--- src/rtl/adc_resp_pkg.sv ---
// adc_resp_pkg
// Shared types and constants for the ADC serial responder.
//   state_t   : responder FSM states (IDLE / SHIFT / CONVERT)
//   SAMPLE_W  : serial sample width in bits
//   BIT_CNT_W : width of the shifted-bit counter (must hold SAMPLE_W)
package adc_resp_pkg;

  localparam int unsigned SAMPLE_W  = 8;
  localparam int unsigned BIT_CNT_W = 4;

  typedef enum logic [1:0] {
    IDLE    = 2'd0,
    SHIFT   = 2'd1,
    CONVERT = 2'd2
  } state_t;

endpackage

--- src/rtl/sync_edge.sv ---
// sync_edge
// Multi-stage synchronizer for an asynchronous 1-bit input followed by
// single-cycle rise/fall pulse generation on the synchronized value.
// Parameters:
//   STAGES  : synchronizer depth (>= 2)
//   RST_VAL : value the synchronizer and edge history take in reset, so
//             that leaving reset never produces a spurious edge
// Ports:
//   clk  : system clock (rising edge)
//   rstn : synchronous reset, active-high
//   din  : asynchronous input
//   rise : one-cycle pulse on a synchronized 0->1 transition
//   fall : one-cycle pulse on a synchronized 1->0 transition
module sync_edge #(
  parameter int unsigned STAGES  = 2,
  parameter logic        RST_VAL = 1'b0
) (
  input  logic clk,
  input  logic rstn,
  input  logic din,
  output logic rise,
  output logic fall
);

  logic [STAGES-1:0] sr;
  logic              prev;
  logic              sync;

  always_ff @(posedge clk) begin
    if (rstn) begin
      sr   <= {STAGES{RST_VAL}};
      prev <= RST_VAL;
    end else begin
      sr   <= {sr[STAGES-2:0], din};
      prev <= sr[STAGES-1];
    end
  end

  assign sync = sr[STAGES-1];
  assign rise = sync & ~prev;
  assign fall = ~sync & prev;

endmodule

--- src/rtl/adc_serial_responder.sv ---
// adc_serial_responder
// Emulates a serial ADC for a reader: on a chip-select fall the held sample
// is shifted out MSB first on adclk falling edges; a complete read (8 bits)
// is followed by a CONV_CYCLES-long conversion, at whose end the newest
// pending sample (if any) becomes the next value served.
// Optional feature macro: ADC_RESP_AUTOINC_EN -- when defined, a conversion
// with no pending sample increments the held value (mod 256) instead of
// keeping it.
// Parameters:
//   CONV_CYCLES : conversion time in clk cycles (>= 2)
//   SYNC_STAGES : synchronizer depth for adcs/adclk (>= 2)
// Ports:
//   clk          : system clock (rising edge)
//   rstn         : synchronous reset, active-high
//   adcs         : chip select from reader, active-low (asynchronous)
//   adclk        : serial clock from reader (asynchronous)
//   ad_data      : serial data out, MSB first, 0 outside SHIFT
//   sample_in    : next sample value to serve
//   sample_valid : sample_in valid
//   sample_ready : sample accepted this cycle (high in IDLE/SHIFT)
//   busy         : high in SHIFT or CONVERT
//   conv_err     : one-cycle pulse on aborted read or CS during conversion
module adc_serial_responder
  import adc_resp_pkg::*;
#(
  parameter int unsigned CONV_CYCLES = 1000,
  parameter int unsigned SYNC_STAGES = 2
) (
  input  logic                clk,
  input  logic                rstn,
  input  logic                adcs,
  input  logic                adclk,
  output logic                ad_data,
  input  logic [SAMPLE_W-1:0] sample_in,
  input  logic                sample_valid,
  output logic                sample_ready,
  output logic                busy,
  output logic                conv_err
);

  localparam int unsigned          CNT_W     = $clog2(CONV_CYCLES);
  localparam logic [CNT_W-1:0]     CONV_LAST = CNT_W'(CONV_CYCLES - 1);
  localparam logic [BIT_CNT_W-1:0] BITS_ALL  = BIT_CNT_W'(SAMPLE_W);

  state_t                state, state_n;
  logic [SAMPLE_W-1:0]   shift_reg;
  logic [SAMPLE_W-1:0]   hold_reg;
  logic [SAMPLE_W-1:0]   pend_reg;
  logic                  pend_flag;
  logic [BIT_CNT_W-1:0]  bit_cnt;
  logic [CNT_W-1:0]      conv_cnt;
  logic [SAMPLE_W-1:0]   hold_no_pend;

  logic cs_rise, cs_fall, sck_fall, sck_rise_unused;
  logic do_load, do_shift, conv_done, err_c, accept;

  sync_edge #(.STAGES(SYNC_STAGES), .RST_VAL(1'b1)) u_sync_cs (
    .clk  (clk),
    .rstn (rstn),
    .din  (adcs),
    .rise (cs_rise),
    .fall (cs_fall)
  );

  // adclk rising edges are deliberately ignored.
  sync_edge #(.STAGES(SYNC_STAGES), .RST_VAL(1'b0)) u_sync_sck (
    .clk  (clk),
    .rstn (rstn),
    .din  (adclk),
    .rise (sck_rise_unused),
    .fall (sck_fall)
  );

`ifdef ADC_RESP_AUTOINC_EN
  assign hold_no_pend = hold_reg + SAMPLE_W'(1);
`else
  assign hold_no_pend = hold_reg;
`endif

  // Next-state and control decode. A CS rise in SHIFT wins over a
  // simultaneous adclk fall, so that shift is dropped.
  always_comb begin
    state_n   = state;
    do_load   = 1'b0;
    do_shift  = 1'b0;
    conv_done = 1'b0;
    err_c     = 1'b0;
    case (state)
      IDLE: begin
        if (cs_fall) begin
          state_n = SHIFT;
          do_load = 1'b1;
        end
      end
      SHIFT: begin
        if (cs_rise) begin
          if (bit_cnt == BITS_ALL) begin
            state_n = CONVERT;
          end else begin
            state_n = IDLE;
            err_c   = 1'b1;
          end
        end else if (sck_fall) begin
          do_shift = 1'b1;
        end
      end
      CONVERT: begin
        if (cs_fall) err_c = 1'b1;
        if (conv_cnt == CONV_LAST) begin
          state_n   = IDLE;
          conv_done = 1'b1;
        end
      end
      default: state_n = IDLE;
    endcase
  end

  // Outputs are gated by reset so they read idle values throughout reset.
  assign ad_data      = ~rstn & (state == SHIFT) & shift_reg[SAMPLE_W-1];
  assign busy         = ~rstn & ((state == SHIFT) | (state == CONVERT));
  assign sample_ready = rstn | (state != CONVERT);
  assign conv_err     = ~rstn & err_c;
  assign accept       = sample_valid & sample_ready;

  always_ff @(posedge clk) begin
    if (rstn) begin
      state     <= IDLE;
      shift_reg <= '0;
      hold_reg  <= '0;
      pend_reg  <= '0;
      pend_flag <= 1'b0;
      bit_cnt   <= '0;
      conv_cnt  <= '0;
    end else begin
      state <= state_n;

      if (do_load) begin
        shift_reg <= hold_reg;
        bit_cnt   <= '0;
      end else if (do_shift) begin
        shift_reg <= {shift_reg[SAMPLE_W-2:0], 1'b0};
        if (bit_cnt != BITS_ALL) bit_cnt <= bit_cnt + 1'b1;
      end

      if (state == CONVERT && !conv_done) conv_cnt <= conv_cnt + 1'b1;
      else                                conv_cnt <= '0;

      // accept and conv_done are mutually exclusive: ready is low in CONVERT.
      if (conv_done) begin
        if (pend_flag) begin
          hold_reg  <= pend_reg;
          pend_flag <= 1'b0;
        end else begin
          hold_reg  <= hold_no_pend;
        end
      end else if (accept) begin
        pend_reg  <= sample_in;
        pend_flag <= 1'b1;
      end
    end
  end

endmodule

--- config.mk ---
export PLATFORM = sky130hd
export DESIGN_NAME = adc_serial_responder
export DESIGN_NICKNAME = d
export VERILOG_FILES = /design/src/rtl/adc_resp_pkg.sv /design/src/rtl/sync_edge.sv /design/src/rtl/adc_serial_responder.sv
export SDC_FILE = /design/constraint.sdc
export NUM_CORES = 1
export LEC_CHECK = 0
export BUFFER_PORTS_ARGS = -buffer_cell sky130_fd_sc_hd__buf_2
export CAP_MARGIN = 10
export CORE_MARGIN = 3
export CORE_UTILIZATION = 50
export DETAILED_ROUTE_END_ITERATION = 16
export PLACE_DENSITY = 0.69
export SETUP_SLACK_MARGIN = 0.2
export SYNTH_ARGS = -nofsm -noshare
export SYNTH_HDL_FRONTEND = slang
export SYNTH_SLANG_ARGS = --single-unit
--- constraint.sdc ---
create_clock -name clk -period 2.06 [get_ports clk]
set_input_delay 0.206 -clock clk [delete_from_list [all_inputs] [get_ports clk]]
set_output_delay 0.206 -clock clk [all_outputs]
set_load 0.01 [all_outputs]
Yosys cells after proc, flatten, opt, wreduce, memory -nomap -nowiden:

Cells that the tools add are included.

* order comparisons: 0
* multipliers: 0
* bitwise gates (word level): 16
* equality and inequality tests: 9
* shift-type cells: 0
* div/mod/pow operators: 0
* reduce and logical (&&, ||, !) cells: 11
* muxes and demuxes: 17
* add/sub/neg operators: 2

Operator list (number)
* two-way mux 8 bit: 2
* adder 10 x 1 -> 10 bit, second input constant: 1
* == test 10 bit, second input constant: 1
* two-way mux 1 bit: 9
* AND 1 bit: 8
* two-way mux 2 bit: 4
* inequality test 2 bit, second input constant: 4
* inverter 1 bit: 6
* case mux 2 bit (3 select lines): 1
* AND reduction 2 bit: 3
* OR reduction 2 bit: 3
* adder 4 x 1 -> 4 bit, second input constant: 1
* == test 4 bit, second input constant: 1
* inequality test 4 bit, second input constant: 1
* AND reduction 3 bit: 1
* == test 2 x 1 -> 1 bit, second input constant: 1
* == test 2 bit, second input constant: 1
* logical NOT 2 bit: 1
* OR 1 bit: 2
* case mux 1 bit (2 select lines): 1
* nonzero test 2 bit: 1
* logical AND 1 bit: 1
* logical NOT 1 bit: 1

* memories kept: 0
* output and inout port bits: 4
* bits of input ports: 13
* bits in latches: 0
* flip-flop bits (word level): 47
* ROM bits: 0
* word-level logic and storage cells: 66
* memory bits (writable): 0

Longest topological paths before layout:

* depth in word-level cells: 7
* mapped depth: 6
* gate-level depth less buffers: 6

By module:

A second synthesis with hierarchy kept.

* cells, all modules: 224
* area, all modules: 1989.4 µm²

Modules (own cells, without submodules)
* adc_serial_responder: seq. area each 820.8 µm², area each 1805.5 µm², cells an instance 208, times used 1
* sync_edge (u_sync_cs): seq. area each 60.1 µm², area each 92.6 µm², cells an instance 8, times used 1
* sync_edge (u_sync_sck): seq. area each 60.1 µm², area each 91.3 µm², cells an instance 8, times used 1

Least setup slack after synthesis:

Ideal clock, no wire load.

* kind: flip-flop to flip-flop
* from: register conv_cnt[4]
* to: register state[0]
* path slack: 0.405 ns
* path buffers: 0
* data required time: 1.988 ns
* period minus slack after synthesis: 1.655 ns
* setup time: 0.072 ns
* arrival time: 1.583 ns
* stages on the path, launching flop included: 5
* cells stage by stage: dfxtp_1 -> or3b_4 -> or3_2 -> a2bb2oi_1 -> mux2i_1

* longest elaborated chain between the ends: 3

Ends and longest elaborated chain
* start: declaration: line adc_serial_responder.sv:51 `logic [CNT_W-1:0] conv_cnt;`
* start signal: assignment: line adc_serial_responder.sv:145 `if (state == CONVERT && !conv_done) conv_cnt <= conv_cnt + 1'b1;`
* == test 10 bit: line adc_serial_responder.sv:109 `if (conv_cnt == CONV_LAST) begin`
* inequality test 2 bit (no source line)
* AND reduction 3 bit (no source line)
* end signal: assignment: line adc_serial_responder.sv:135 `state <= state_n;`
* end: declaration: line adc_serial_responder.sv:45 `state_t state, state_n;`

No other way between the ends.
A chain may end at the register's enable or synchronous reset.

Worst setup path after layout:

* from: register conv_cnt[4]
* to: register conv_cnt[3]

* longest elaborated chain between the ends: 7

Ends and longest elaborated chain
* == test 10 bit: line adc_serial_responder.sv:109
* two-way mux 1 bit: line adc_serial_responder.sv:109
* two-way mux 1 bit: line adc_serial_responder.sv:88 `case (state)`
* logical NOT 1 bit: line adc_serial_responder.sv:145
* logical AND 1 bit: line adc_serial_responder.sv:145
* inverter 1 bit (no source line)
* OR reduction 2 bit (no source line)

No other way between the ends.

==> metrics.md <==
| Metric | Value |
|---|---|
| Clk_skew | 0.00670 ns |
| Die width | 68.4 µm |
| Max reg flops | 10 |
| Mean post-synth cell area | 9.13 µm² |
| Top-area cell type share of the netlist area | 48.4% |
| Worst-Margin Slew | 0.488 ns |
| Synth area leaders | dfxtp_1, mux2i_1, nor2_1 |
| Nets@finish | 251 |
| Crit path from | conv_cnt[4] |
| Die area | 0.00467 mm² |
| Largest net degree at the start of global routing | 25 |
| Setup TNS | 0 ns |
| Clk slew on worst S/H paths | 0.08 ns |
| Sequential Power Share | 57.8% |
| Row cnt | 22 |
| # DRC | 0 |
| Cell taking the most area after synthesis | dfxtp_1 |
| Arrival time worst endpoint | 1.89 ns |
| H-tree depth | 2 |
| DRT iter0 DRCs | 86 |
| Fin. max-slew vios | 0 |
| Synth Warn # | 0 |
| Skew-Pair Late Insertion Delay | 0.29 ns |
| CP Launch Type | flop |
| Design area | 0.00217 mm² |
| Leakage power | 0.871 nW |
| Hold-fix buffers, CTS | 0 |
| Pint | 1.26 mW |
| CTS Buf Count | 5 |
| Finish-stage setup viols | 0 |
| Via density per instance | 5.01 |
| Final period util | 83.5% |
| Overall Power | 1.66 mW |
| Placed Area | 0.00208 mm² |
| Longest Clk Path Bufs | 2 |
| Gate power share | 10.5% |
| Core Area | 0.00372 mm² |
| Setup bufs post-CTS | 0 |
| Post-synthesis cell count | 213 |
| Number of global-route vias before repair | 1214 |
| PwrDens | 765 mW/mm² |
| WL/cell | 11.5 µm |
| Final core occ | 58.4% |
| Largest Register | conv_cnt |
| Maxcap violations | 0 |
| FF-to-FF setup slack | 0.34 ns |
| Total GRT Usage | 15.6% |
| Share of cells above drive strength 1 | 14.6% |
| Worst hold path type | in2reg |
| FMAX | 581 MHz |
| Grt total ovfl | 0 |
| NetSw | 0.399 mW |
| I/O Pins | 17 |
| Syn nets | 232 |
| Clk root buf | clkbuf_8 |
| Worst Setup Path Type | reg2reg |
| Port buffer count | 16 |
| Min Tclk post-route | 1.72 ns |
| Library cells used by synthesis | 29 |
| Post-synthesis register bit count | 47 |
| RSZ-0062 raised after global routing | false |
| P&R area growth vs syn | 11.6% |
| First-pass GRT wire length | 5440 µm |
| Sw frac | 24.1% |
| CP max FO | 8 |
| Fin. Hold Viols | 0 |
| Post-route ant nets | 0 |
| FF-to-FF path depth | 4 |
| Status | finished clean |
| CP Capture Type | flop |
| Dpl hpwl | 2290 µm |
| Drt total wl | 3240 µm |
| Clk network pwr share | 31.7% |
| Reg2reg end | conv_cnt[3] |
| Initial antenna violation count | 0 |
| Vias | 1408 |
| Required @ worst endpoint | 2.23 ns |
| Post-Synthesis Cell Area | 0.00194 mm² |
| Seq/Total Area, Yosys | 48.4% |
| Inserted Diodes | 0 |
| Peak supply drop | 0.000507 V |
| CTS tree | done |
| Clock sink total | 47 |
| Reg2reg start | conv_cnt[4] |
| Worst setup path end | conv_cnt[3] |
| 1st-pass router iterations | 4 |
| Die height | 68.4 µm |
| Slew headroom | 67.4% |
| Initial cell density of the core | 52.3% |
| GP Congestion | 0.747 |
-- Yosys cell counts --
| cell | n |
|---|---|
| dfxtp_1 | 47 |
| nor2_1 | 29 |
| nand2_1 | 24 |
| mux2i_1 | 18 |
| a21oi_1 | 13 |
| nor2b_1 | 9 |
| inv_1 | 8 |
| a211oi_1 | 7 |
| nand2b_1 | 7 |
| xnor2_1 | 7 |
| clkbuf_1 | 6 |
| ha_1 | 6 |
| nand3_1 | 6 |
| nor3_1 | 3 |
| o21ai_0 | 3 |
| or2_2 | 3 |
| buf_2 | 2 |
| nand4_1 | 2 |
| or3_1 | 2 |
| xor2_1 | 2 |
| a2bb2oi_1 | 1 |
| a32oi_1 | 1 |
| and2_1 | 1 |
| and3_1 | 1 |
| nand3b_1 | 1 |
| nor4_4 | 1 |
| or3_2 | 1 |
| or3b_2 | 1 |
| or3b_4 | 1 |
-- per-layer routing --
| metal | track usage (%) | up-vias | share of wire (%) |
|---|---|---|---|
| met2 | 23.6 | 20 | 46 |
| met3 | 4.93 | 4 | 3.6 |
| li1 | - | 747 | - |
| met1 | 21.4 | 637 | 49 |
| met5 | 0 | - | 0 |
| met4 | 4.47 | 0 | 1.1 |
-- timing repair --
| action | in CTS | in global routing |
|---|---|---|
| resized for setup | 0 | 1 |
| endpoints found under the hold margin | 0 | 0 |
| setup endpoints to repair | 0 | 2 |
-- logic make-up (layout without fill, tap and decap cells) --
| logic type | after synthesis | in the layout | synth area share (%) |
|---|---|---|---|
| flops | 47 | 47 | 48.4 |
| buf+inv | 16 | 36 | 3.22 |
| compound gates | 25 | 25 | 7.72 |
| simple gates | 92 | 92 | 23.5 |
| mux | 18 | 18 | 9.27 |
| fa+ha+maj | 6 | 6 | 3.86 |
| xor+xnor | 9 | 9 | 4.05 |
-- cells in the final DEF, fill, tap and decap left out --
cell | Yosys | routed
nor2_1 | 29 | 29
nand3b_1 | 1 | 1
a21oi_1 | 13 | 13
clkinv_2 | 0 | 1
buf_4 | 0 | 4
a211oi_1 | 7 | 7
nand2_1 | 24 | 24
dfxtp_1 | 47 | 47
nand4_1 | 2 | 2
inv_1 | 8 | 8
clkbuf_8 | 0 | 5
and2_1 | 1 | 1
buf_2 | 2 | 16
nor2b_1 | 9 | 9
o21ai_0 | 3 | 3
nor4_4 | 1 | 1
or2_2 | 3 | 3
or3_2 | 1 | 1
xor2_1 | 2 | 2
a32oi_1 | 1 | 1
and3_1 | 1 | 1
or3b_4 | 1 | 1
mux2i_1 | 18 | 18
ha_1 | 6 | 6
nor3_1 | 3 | 3
or3_1 | 2 | 2
nand2b_1 | 7 | 7
clkbuf_1 | 6 | 2
nand3_1 | 6 | 6
a2bb2oi_2 | 0 | 1
or3b_2 | 1 | 1
xnor2_1 | 7 | 7
-- power groups by stage --
stage | combinational, mW | sequential, mW | clock [mW]
2_1_floorplan | 0.127 | 0.976 | 0
3_3_place_gp | 0.168 | 0.980 | 0
3_5_place_dp | 0.168 | 0.981 | 0
4_1_cts | 0.170 | 0.959 | 0.546
5_1_grt | 0.197 | 0.963 | 0.573
6_report | 0.174 | 0.959 | 0.527
-- critical path, cell delays in order (launching register included) --
cell and delay, ns:
dfxtp_1 0.35, or3b_4 0.42, or3_2 0.47, nand2b_1 0.27
nor2_1 0.10
-- worst min-delay path by stage --
stage | slack, ns | start | end | cells past startpoint
after global placement | 0.39 | adcs | u_sync_cs.sr[0] | 2
after CTS | 0.09 | adcs | u_sync_cs.sr[0] | 2
after floorplan | 0.31 | adcs | u_sync_cs.sr[0] | 1
after global routing | 0.09 | adcs | u_sync_cs.sr[0] | 2
after detailed placement | 0.39 | adcs | u_sync_cs.sr[0] | 2
final | 0.09 | adcs | u_sync_cs.sr[0] | 2
-- metrics by stage --
step                hold WS, ns  cells  worst slack, ns
floorplan                 0.310    213            0.405
global placement          0.389    273            0.348
detailed placement        0.395    273            0.314
CTS                      0.0872    281            0.278
global route             0.0907    281            0.231
finish                   0.0947    281            0.339
-- cell type report --
type                       count  area, µm²
fill                         363       1550
multi-input combinational    150        947
sequential                    47        941
timing repair buffer          20        110
clock buffer                   7       76.3
tap                           48       60.1
inverter                       8       30.0
clock inverter                 1       5.00
(Power assumes the default switching activity.)
